$ cat src/rtl/stereo_pkg.sv
`default_nettype none
// +--------------------------------------------------------------------+
// | stereo_pkg: shared FSM encoding and default image geometry          |
// | Revision: 1.0                                                       |
// +--------------------------------------------------------------------+
package stereo_pkg;

    typedef enum logic [1:0] {
        IDLE  = 2'd0,
        ISSUE = 2'd1,
        DRAIN = 2'd2
    } fetch_state_t;

    localparam int DEFAULT_IMG_ROWS      = 320;
    localparam int DEFAULT_WORDS_PER_ROW = 40;
    localparam int DEFAULT_WORD_W        = 48;

endpackage
`default_nettype wire

$ cat src/rtl/fetch_tag_pipe.sv
`default_nettype none
// +--------------------------------------------------------------------+
// | fetch_tag_pipe: valid/tag shift register matching BRAM read latency |
// | Revision: 1.0                                                       |
// +--------------------------------------------------------------------+
module fetch_tag_pipe #(
    parameter int DEPTH = 2,
    parameter int TAG_W = 4
) (
    input  logic             clk_in,
    input  logic             clr_in,
    input  logic             valid_in,
    input  logic [TAG_W-1:0] tag_in,
    output logic             valid_out,
    output logic [TAG_W-1:0] tag_out
);

    logic [DEPTH-1:0]            valid_q, valid_d;
    logic [DEPTH-1:0][TAG_W-1:0] tag_q, tag_d;

    always_comb begin
        valid_d    = '0;
        tag_d      = '0;
        valid_d[0] = valid_in;
        tag_d[0]   = tag_in;
        for (int i = 1; i < DEPTH; i++) begin
            valid_d[i] = valid_q[i-1];
            tag_d[i]   = tag_q[i-1];
        end
    end

    always_ff @(posedge clk_in) begin
        if (clr_in) begin
            valid_q <= '0;
            tag_q   <= '0;
        end else begin
            valid_q <= valid_d;
            tag_q   <= tag_d;
        end
    end

    assign valid_out = valid_q[DEPTH-1];
    assign tag_out   = tag_q[DEPTH-1];

endmodule
`default_nettype wire

$ cat src/rtl/stereo_block_fetch.sv
`default_nettype none
// +--------------------------------------------------------------------+
// | stereo_block_fetch: fetches ROWS rows per channel into a ping-pong  |
// | buffer bank, with bottom-edge row replication. Revision: 1.0        |
// +--------------------------------------------------------------------+
module stereo_block_fetch
    import stereo_pkg::*;
#(
    parameter int NUM_CH        = 2,
    parameter int ROWS          = 6,
    parameter int WORD_W        = DEFAULT_WORD_W,
    parameter int WORDS_PER_ROW = DEFAULT_WORDS_PER_ROW,
    parameter int IMG_ROWS      = DEFAULT_IMG_ROWS,
    parameter int READ_LATENCY  = 2,
    localparam int X_W          = $clog2(WORDS_PER_ROW),
    localparam int Y_W          = $clog2(IMG_ROWS),
    localparam int ADDR_W       = $clog2(WORDS_PER_ROW * IMG_ROWS)
) (
    input  logic                                      clk_in,
    input  logic                                      rst_in,
    input  logic                                      req_valid_in,
    output logic                                      req_ready_out,
    input  logic                                      bank_in,
    input  logic [NUM_CH-1:0][X_W-1:0]                x_in,
    input  logic [NUM_CH-1:0][Y_W-1:0]                y_in,
    output logic                                      rd_en_out,
    output logic [NUM_CH-1:0][ADDR_W-1:0]             addr_out,
    input  logic [NUM_CH-1:0][WORD_W-1:0]             dout_in,
    output logic [NUM_CH-1:0][1:0][ROWS-1:0][WORD_W-1:0] buf_out,
    output logic                                      done_out
);

    localparam int              RW       = $clog2(ROWS) + 1;
    localparam logic [RW-1:0]   LAST_ROW = RW'(ROWS - 1);
    localparam logic [Y_W:0]    Y_MAX    = (Y_W + 1)'(IMG_ROWS - 1);

    fetch_state_t                         state_q, state_d;
    logic [RW-1:0]                        row_q, row_d, sel_row;
    logic [NUM_CH-1:0][X_W-1:0]           x_q, x_d, sel_x;
    logic [NUM_CH-1:0][Y_W-1:0]           y_q, y_d, sel_y;
    logic [NUM_CH-1:0][ADDR_W-1:0]        addr_q, addr_d, row_addr;
    logic                                 bank_q, bank_d;
    logic                                 rd_en_q, rd_en_d;
    logic                                 done_q, done_d;
    logic [NUM_CH-1:0][1:0][ROWS-1:0][WORD_W-1:0] buf_q, buf_d;
    logic                                 pipe_valid;
    logic [RW-1:0]                        pipe_tag;

    // The first address is formed straight from the request inputs so that
    // row 0 is on the bus in the cycle right after the accept.
    always_comb begin
        sel_x   = x_q;
        sel_y   = y_q;
        sel_row = row_q + RW'(1);
        if (state_q == IDLE) begin
            sel_x   = x_in;
            sel_y   = y_in;
            sel_row = '0;
        end
    end

    generate
        for (genvar c = 0; c < NUM_CH; c++) begin : g_addr
            logic [Y_W:0] row_sum;
            logic [Y_W:0] row_clamped;
            assign row_sum     = {1'b0, sel_y[c]} + (Y_W + 1)'(sel_row);
            assign row_clamped = (row_sum > Y_MAX) ? Y_MAX : row_sum;
            assign row_addr[c] = ADDR_W'(row_clamped) * ADDR_W'(WORDS_PER_ROW)
                               + ADDR_W'(sel_x[c]);
        end
    endgenerate

    always_comb begin
        state_d = state_q;
        row_d   = row_q;
        bank_d  = bank_q;
        x_d     = x_q;
        y_d     = y_q;
        rd_en_d = 1'b0;
        addr_d  = addr_q;
        done_d  = 1'b0;
        case (state_q)
            IDLE: begin
                if (req_valid_in) begin
                    state_d = ISSUE;
                    bank_d  = bank_in;
                    x_d     = x_in;
                    y_d     = y_in;
                    row_d   = '0;
                    rd_en_d = 1'b1;
                    addr_d  = row_addr;
                end
            end
            ISSUE: begin
                if (row_q == LAST_ROW) begin
                    state_d = DRAIN;
                end else begin
                    row_d   = row_q + RW'(1);
                    rd_en_d = 1'b1;
                    addr_d  = row_addr;
                end
            end
            DRAIN: begin
                if (pipe_valid && (pipe_tag == LAST_ROW)) begin
                    state_d = IDLE;
                    done_d  = 1'b1;
                end
            end
            default: state_d = IDLE;
        endcase
    end

    always_comb begin
        buf_d = buf_q;
        if (pipe_valid) begin
            for (int c = 0; c < NUM_CH; c++) begin
                buf_d[c][bank_q][pipe_tag] = dout_in[c];
            end
        end
    end

    always_ff @(posedge clk_in) begin
        if (rst_in) begin
            state_q <= IDLE;
            row_q   <= '0;
            bank_q  <= 1'b0;
            x_q     <= '0;
            y_q     <= '0;
            rd_en_q <= 1'b0;
            addr_q  <= '0;
            done_q  <= 1'b0;
            buf_q   <= '0;
        end else begin
            state_q <= state_d;
            row_q   <= row_d;
            bank_q  <= bank_d;
            x_q     <= x_d;
            y_q     <= y_d;
            rd_en_q <= rd_en_d;
            addr_q  <= addr_d;
            done_q  <= done_d;
            buf_q   <= buf_d;
        end
    end

    // Reset doubles as the pipe clear so aborted reads never land in a buffer.
    fetch_tag_pipe #(
        .DEPTH (READ_LATENCY),
        .TAG_W (RW)
    ) u_tag_pipe (
        .clk_in    (clk_in),
        .clr_in    (rst_in),
        .valid_in  (rd_en_q),
        .tag_in    (row_q),
        .valid_out (pipe_valid),
        .tag_out   (pipe_tag)
    );

    assign req_ready_out = (state_q == IDLE);
    assign rd_en_out     = rd_en_q;
    assign addr_out      = addr_q;
    assign buf_out       = buf_q;
    assign done_out      = done_q;

endmodule
`default_nettype wire

$ cat config.mk
export PLATFORM = sky130hd
export DESIGN_NAME = stereo_block_fetch
export DESIGN_NICKNAME = d
export VERILOG_FILES = /design/src/rtl/stereo_pkg.sv /design/src/rtl/fetch_tag_pipe.sv /design/src/rtl/stereo_block_fetch.sv
export SDC_FILE = /design/constraint.sdc
export NUM_CORES = 2
export LEC_CHECK = 0
export BUFFER_PORTS_ARGS = -buffer_cell sky130_fd_sc_hd__buf_2
export CORE_AREA = 4 4 511 513
export DETAILED_ROUTE_END_ITERATION = 16
export DIE_AREA = 0 0 515 517
export MAX_ROUTING_LAYER = met4
export PLACE_DENSITY = 0.36
export SYNTH_ARGS = -nofsm -noshare
export SYNTH_HDL_FRONTEND = slang
export SYNTH_SLANG_ARGS = --single-unit
$ cat constraint.sdc
create_clock -name clk_in -period 8.11 [get_ports clk_in]
set_input_delay 1.622 -clock clk_in [delete_from_list [all_inputs] [get_ports clk_in]]
set_output_delay 1.622 -clock clk_in [all_outputs]
set_load 0.005 [all_outputs]
After elaboration in Yosys (flattened, before gate mapping)
Index checks and enable logic that the tools add are counted.
Word-level totals
  memories kept: 0
  output and inout port bits: 1183
  latch bits: 0
  logic and storage cells: 94
  bits of input ports: 130
  memory bits (read-only): 0
  memory bits (writable): 0
  register bits: 1229
Cells by class
  reductions and logical operators: 9
  $add $sub $neg: 5
  $mul: 2
  eq/ne operators: 8
  div/mod/pow operators: 0
  order comparisons: 6
  bitwise logic cells: 1
  multiplexer cells: 25
  shift-type cells: 0
Operators with widths (count)
  $bwmux W576: 2
  $demux W288 S1: 1
  $mux W288: 1
  $demux W48 S3: 1
  $mux W28: 2
  $pmux W28 S2: 1
  $mux W48: 1
  $add A14 B6 Y14: 2
  $mul A10 B3 Y11 const B: 2
  $add A9 B4 Y10: 2
  $gt A10 B9 Y1 const B: 2
  $mux W10: 2
  $mux W18: 1
  $mux W12: 1
  $mux W4: 3
  $eq A4 B3 Y1 const B: 2
  $ne A2 B2 Y1 const B: 4
  $pmux W4 S2: 1
  $mux W2: 3
  $pmux W2 S3: 1
  $reduce_and A3 Y1: 2
  $add A4 B1 Y4 const B: 1
  $ge A4 B1 Y1 const B: 1
  $lt A4 B4 Y1 const B: 1
  other kinds (12): 16

Logic depth before layout (Yosys ltp)
  depth after elaboration: 9
  depth in mapped cells: 28
  gate-level depth less buffers: 24

By module
Synthesis repeated with hierarchy kept, for this count alone.
Unflattened totals
  cells, all modules: 5767
  area, all modules: 44644.1 um2
By module, submodules not included
  stereo_block_fetch: times used 1, seq. area each 24403.4 um2, cells an instance 5747, area an instance 44381.3 um2
  fetch_tag_pipe: times used 1, seq. area each 200.2 um2, cells an instance 20, area an instance 262.8 um2

Least setup slack after synthesis
No wires, ideal clock.
  path type: input -> register
  start point: input y_in[1] (netlist bit)
  end point: register addr_q (netlist bit addr_out[13])
  data arrival time: 5.863 ns
  setup time: 0.079 ns
  required time: 8.031 ns
  buffers on the path: 0
  setup slack: 2.168 ns
  cell stages on the path: 22
  cell sequence: nand2_1 nand2_1 ha_1 a21o_1 maj3_1 nand2_1 a221o_1 mux2i_1 inv_1 o21ai_4 nand2_1 ha_1 ha_1 fa_1 a21o_1 a311o_1 a21oi_1 xor2_1 nor3_1 xor2_1 or3_1 o211ai_1
On the way
  word-level cells in the longest chain between the ends: 8
  elaborated cells on any way between the ends: 9
  classes of those cells: add/sub (2); mul (1); order compare (1); mux (5)
Ends and longest elaborated chain
  from (decl): line stereo_block_fetch.sv:25  | input logic [NUM_CH-1:0][Y_W-1:0] y_in,
  $mux W18 (*): line stereo_block_fetch.sv:55  | if (state_q == IDLE) begin
  $add A9 B4 Y10 (*): line stereo_block_fetch.sv:66  | assign row_sum = {1'b0, sel_y[c]} + (Y_W + 1)'(sel_row);
  $gt A10 B9 Y1: line stereo_block_fetch.sv:67  | assign row_clamped = (row_sum > Y_MAX) ? Y_MAX : row_sum;
  $mux W10 (*): line stereo_block_fetch.sv:67
  $mul A10 B3 Y11 (*): line stereo_block_fetch.sv:68  | assign row_addr[c] = ADDR_W'(row_clamped) * ADDR_W'(WORDS_PER_ROW)
  $add A14 B6 Y14 (*): line stereo_block_fetch.sv:69  | + ADDR_W'(sel_x[c]);
  $mux W28 (on tied branches): line stereo_block_fetch.sv:95, stereo_block_fetch.sv:84
  $pmux W28 S2 (*): line stereo_block_fetch.sv:82  | case (state_q)
  to (signal assigned): line stereo_block_fetch.sv:140  | addr_q <= addr_d;
  to (decl): line stereo_block_fetch.sv:41  | logic [NUM_CH-1:0][ADDR_W-1:0] addr_q, addr_d, row_addr;
Mark *: on every way between the ends. The rest lies on a longest branch, timed or not. The select of a mux whose other input is x is not followed.
A chain may end at the register's enable or synchronous reset.

Worst setup path in the final report
  start point: register state_q[0]
  end point: register addr_q (netlist bit addr_out[27])
On the way
  word-level cells in the longest chain between the ends: 9
  elaborated cells on any way between the ends: 17
  classes of those cells: add/sub (2); mul (1); order compare (1); eq/ne (3); mux (7); reduce/logical (3)
Ends and longest elaborated chain
  from (decl): line stereo_block_fetch.sv:37  | fetch_state_t state_q, state_d;
  from (signal assigned): line stereo_block_fetch.sv:134  | state_q <= state_d;
  $logic_not A2 Y1: line stereo_block_fetch.sv:55, stereo_block_fetch.sv:82
  $mux W18 / $mux W4 (equally long branches): line stereo_block_fetch.sv:55
  $add A9 B4 Y10: line stereo_block_fetch.sv:66
  $gt A10 B9 Y1: line stereo_block_fetch.sv:67
  $mux W10: line stereo_block_fetch.sv:67
  $mul A10 B3 Y11: line stereo_block_fetch.sv:68
  $add A14 B6 Y14: line stereo_block_fetch.sv:69
  $mux W28 (on tied branches): line stereo_block_fetch.sv:95, stereo_block_fetch.sv:84
  $pmux W28 S2: line stereo_block_fetch.sv:82
Parallel ways exist; a longest one is shown, timed or not. The select of a mux whose other input is x is not followed.

==> qor.txt <==
outcome: finished clean
hold buffer count at cts: 0
# fillers: 28.5k
synth warn: 0
I/O Pins: 1313
cell taking the most area after synthesis: dfxtp_1
cell with the most instances after synthesis: nand2_1
vias in the first global route: 40.8k
RR Endpoint: addr_out[27]
Tmin final: 6.53 ns
Area after DPL: 54300 um^2
Async SR Flop Fraction: 0
CTS H-tree lvls: 4
CP required: 8.77 ns
grt met2 use: 0.299
Final setup viols: 0
Hold Path End: u_tag_pipe.tag_out[0]
CTS Root Cell: clkbuf_16
Worst-Margin Slew: 1.14 ns
Power Density: 236 nW/um^2
fin. max-slew vios: 0
DIE HEIGHT: 517 um
FF-to-FF setup slack: 1.58 ns
GP Congestion: 0.815
worst hold path class: flop to flop
drt via density: 4.19
Setup Buffers After CTS: 0
Static Leakage: 23.9 nW
post-route cell area: 59400 um^2
Post-synth EDFFs: 0
most frequent cells after synthesis: 2465 x nand2_1, 1229 x dfxtp_1, 1205 x a21oi_1
post-synth top area share: 0.551
Num CTS Buffers: 152
post_cts resized: 0
total track usage: 0.186
Routed WL per cell: 24.7 um
Synth Area per Inst: 7.74 um^2
period utilization: 0.805
Initial DRT Pass Iterations: 5
worst hold start: u_tag_pipe.tag_d[4]
Syn Std Cell Area: 44700 um^2
RSZ-0062 raised after global routing: no
register area share after synthesis: 0.551
crit start category: flop
post-synthesis cell type count: 67
DRT antenna net count: 0
TritonCTS sink count: 1229
post-DP HPWL: 174000 um
Slew Limit Headroom: 0.240
crit path DAT: 7.18 ns
Reg clk slew, reported paths: 0.07 ns
Worst Setup SP: state_q[0]
ys flop type: dfxtp_1
largest net degree at the start of global routing: 201
Yosys reg bits: 1229
Crit. End Element: flop
kind of critical path: flop to flop
Cell Rows: 186
top area cells in the synthesized netlist: dfxtp_1 55%, nand2_1 21%, a21oi_1 14%
# Max-Cap Violations: 0
R2R depth: 22
initial core utilization: 0.174
Fin. Hold Viols: 0
first-pass GRT wire length: 344000 um
Power Total: 14.0 mW
GRT Max-Usage Layer: met2
GRT met3 Usage: 0.0593
worst hold slack: 0.433 ns
reg2reg start: state_q[0]
share of layout cells above drive strength 1: 0.239
Crit Path Max Fanout: 30
DR iter-0 viols: 3279
Die ar.: 266000 um^2
met1 Resource Use GR: 0.225
TritonCTS clock tree: built
synthesis-to-finish area growth: 33.1%
Max Clock Freq: 0.153 GHz
layout net count: 6981
core area: 256000 um^2
antenna violations before repair: 28
VDD IR-drop max: 191 uV
hold-critical path depth: 1
Gate Count Post-Synth: 5773
clock buffer depth: 3
IO buf count: 1312
Layout Utilization: 0.232
Routed WL: 255000 um
DRC Markers: 0
width of the chip: 515 um
worst skew pair latency: 0.81 ns
total grt overflow: 0
vias post-DR: 43.3k
setup tns final: 0 ns
Fin Clk Skew: 0.0448 ns
==> registers in the layout, summed over array words and instances, names as in the netlist, 2 cells and up <==
signal and cells:
row_q 4, addr_out 28, u_tag_pipe.tag_d 4, u_tag_pipe.tag_out 4
y_q 18, u_tag_pipe.valid_q 2, buf_out 1152, state_q 2
x_q 12
==> power breakdown <==
| group | switching [mW] | internal [mW] | total (mW) |
|---|---|---|---|
| registers | 0.0370 | 6.10 | 6.13 |
| clock network | 2.95 | 4.06 | 7.01 |
| logic | 0.642 | 0.251 | 0.893 |
| total | 3.63 | 10.4 | 14.0 |
==> critical path: stages (launching register included) <==
cell	delay [ns]
dfxtp_1	0.71
or2_4	0.53
inv_2	0.34
mux2i_1	0.44
inv_1	0.08
ha_1	0.31
a41oi_1	0.30
a21boi_1	0.40
a21o_1	0.17
xor2_1	0.10
o21ai_2	0.30
nand2_1	0.15
ha_1	0.32
ha_1	0.24
fa_1	0.42
a21o_1	0.20
a311o_1	0.35
a21oi_1	0.17
xor2_1	0.26
nor3_1	0.11
xnor2_1	0.24
nand3b_1	0.15
o211ai_1	0.09
==> through the flow <==
stage / setup WS, ns / std cells
final: 1.58 / 10300
after global routing: 0.940 / 10300
after CTS: 1.43 / 10300
after detailed placement: 1.42 / 10000
after global placement: 1.43 / 10000
after floorplan: 2.17 / 5776
==> area by class of cell <==
class | count | area (um^2) | share of cell area
timing repair buffer | 1382 | 7140 | 0.120
clock buffer | 227 | 4470 | 0.0752
tap | 3384 | 4230 | 0.0712
multi-input combinational | 4021 | 18200 | 0.307
antenna | 21 | 52.6 | 0.000884
sequential | 1229 | 24600 | 0.414
clock inverter | 45 | 634 | 0.0107
inverter | 19 | 71.3 | 0.00120
==> worst max path at each step <==
| stage | end | slack, ns |
|---|---|---|
| floorplan | addr_out[13] | 2.17 |
| global placement | addr_out[13] | 1.43 |
| detailed placement | addr_out[27] | 1.42 |
| CTS | addr_out[27] | 1.43 |
| global route | addr_out[27] | 0.94 |
| finish | addr_out[27] | 1.58 |
==> cells by family after synthesis <==
group                    count (synthesis)  synth area share
AND/OR/NAND/NOR                       2605             0.224
AO/OA/AOI/OAI                         1298             0.151
flip-flops                            1229             0.551
buffers and inverters                  526            0.0446
XOR/XNOR                                49            0.0105
adder cells (fa/ha/maj)                 48            0.0143
multiplexers                            17           0.00409
other                                    1         0.0000840
==> placed cells by master, fill, tap and decap left out, types with 10 or more instances in the layout <==
master	count
nor2b_1	17
inv_1	18
dfxtp_1	1229
o21ai_0	14
a21o_1	15
nor3_1	12
ha_1	40
clkbuf_1	39
buf_4	67
a21oi_1	1204
clkinv_2	21
a211oi_1	16
xor2_1	23
clkbuf_16	154
buf_2	1311
nor2_1	42
diode_2	21
nand2_1	2458
nand3_1	10
xnor2_1	23
mux2i_1	16
clkbuf_8	34
==> routing by layer <==
| metal | part of all wire | routed length, um |
|---|---|---|
| met5 | 0 | 0 |
| met4 | 0.027 | 6990 |
| met3 | 0.088 | 22400 |
| met2 | 0.47 | 119000 |
| met1 | 0.42 | 107000 |
Power figures use the tool's default switching activity.
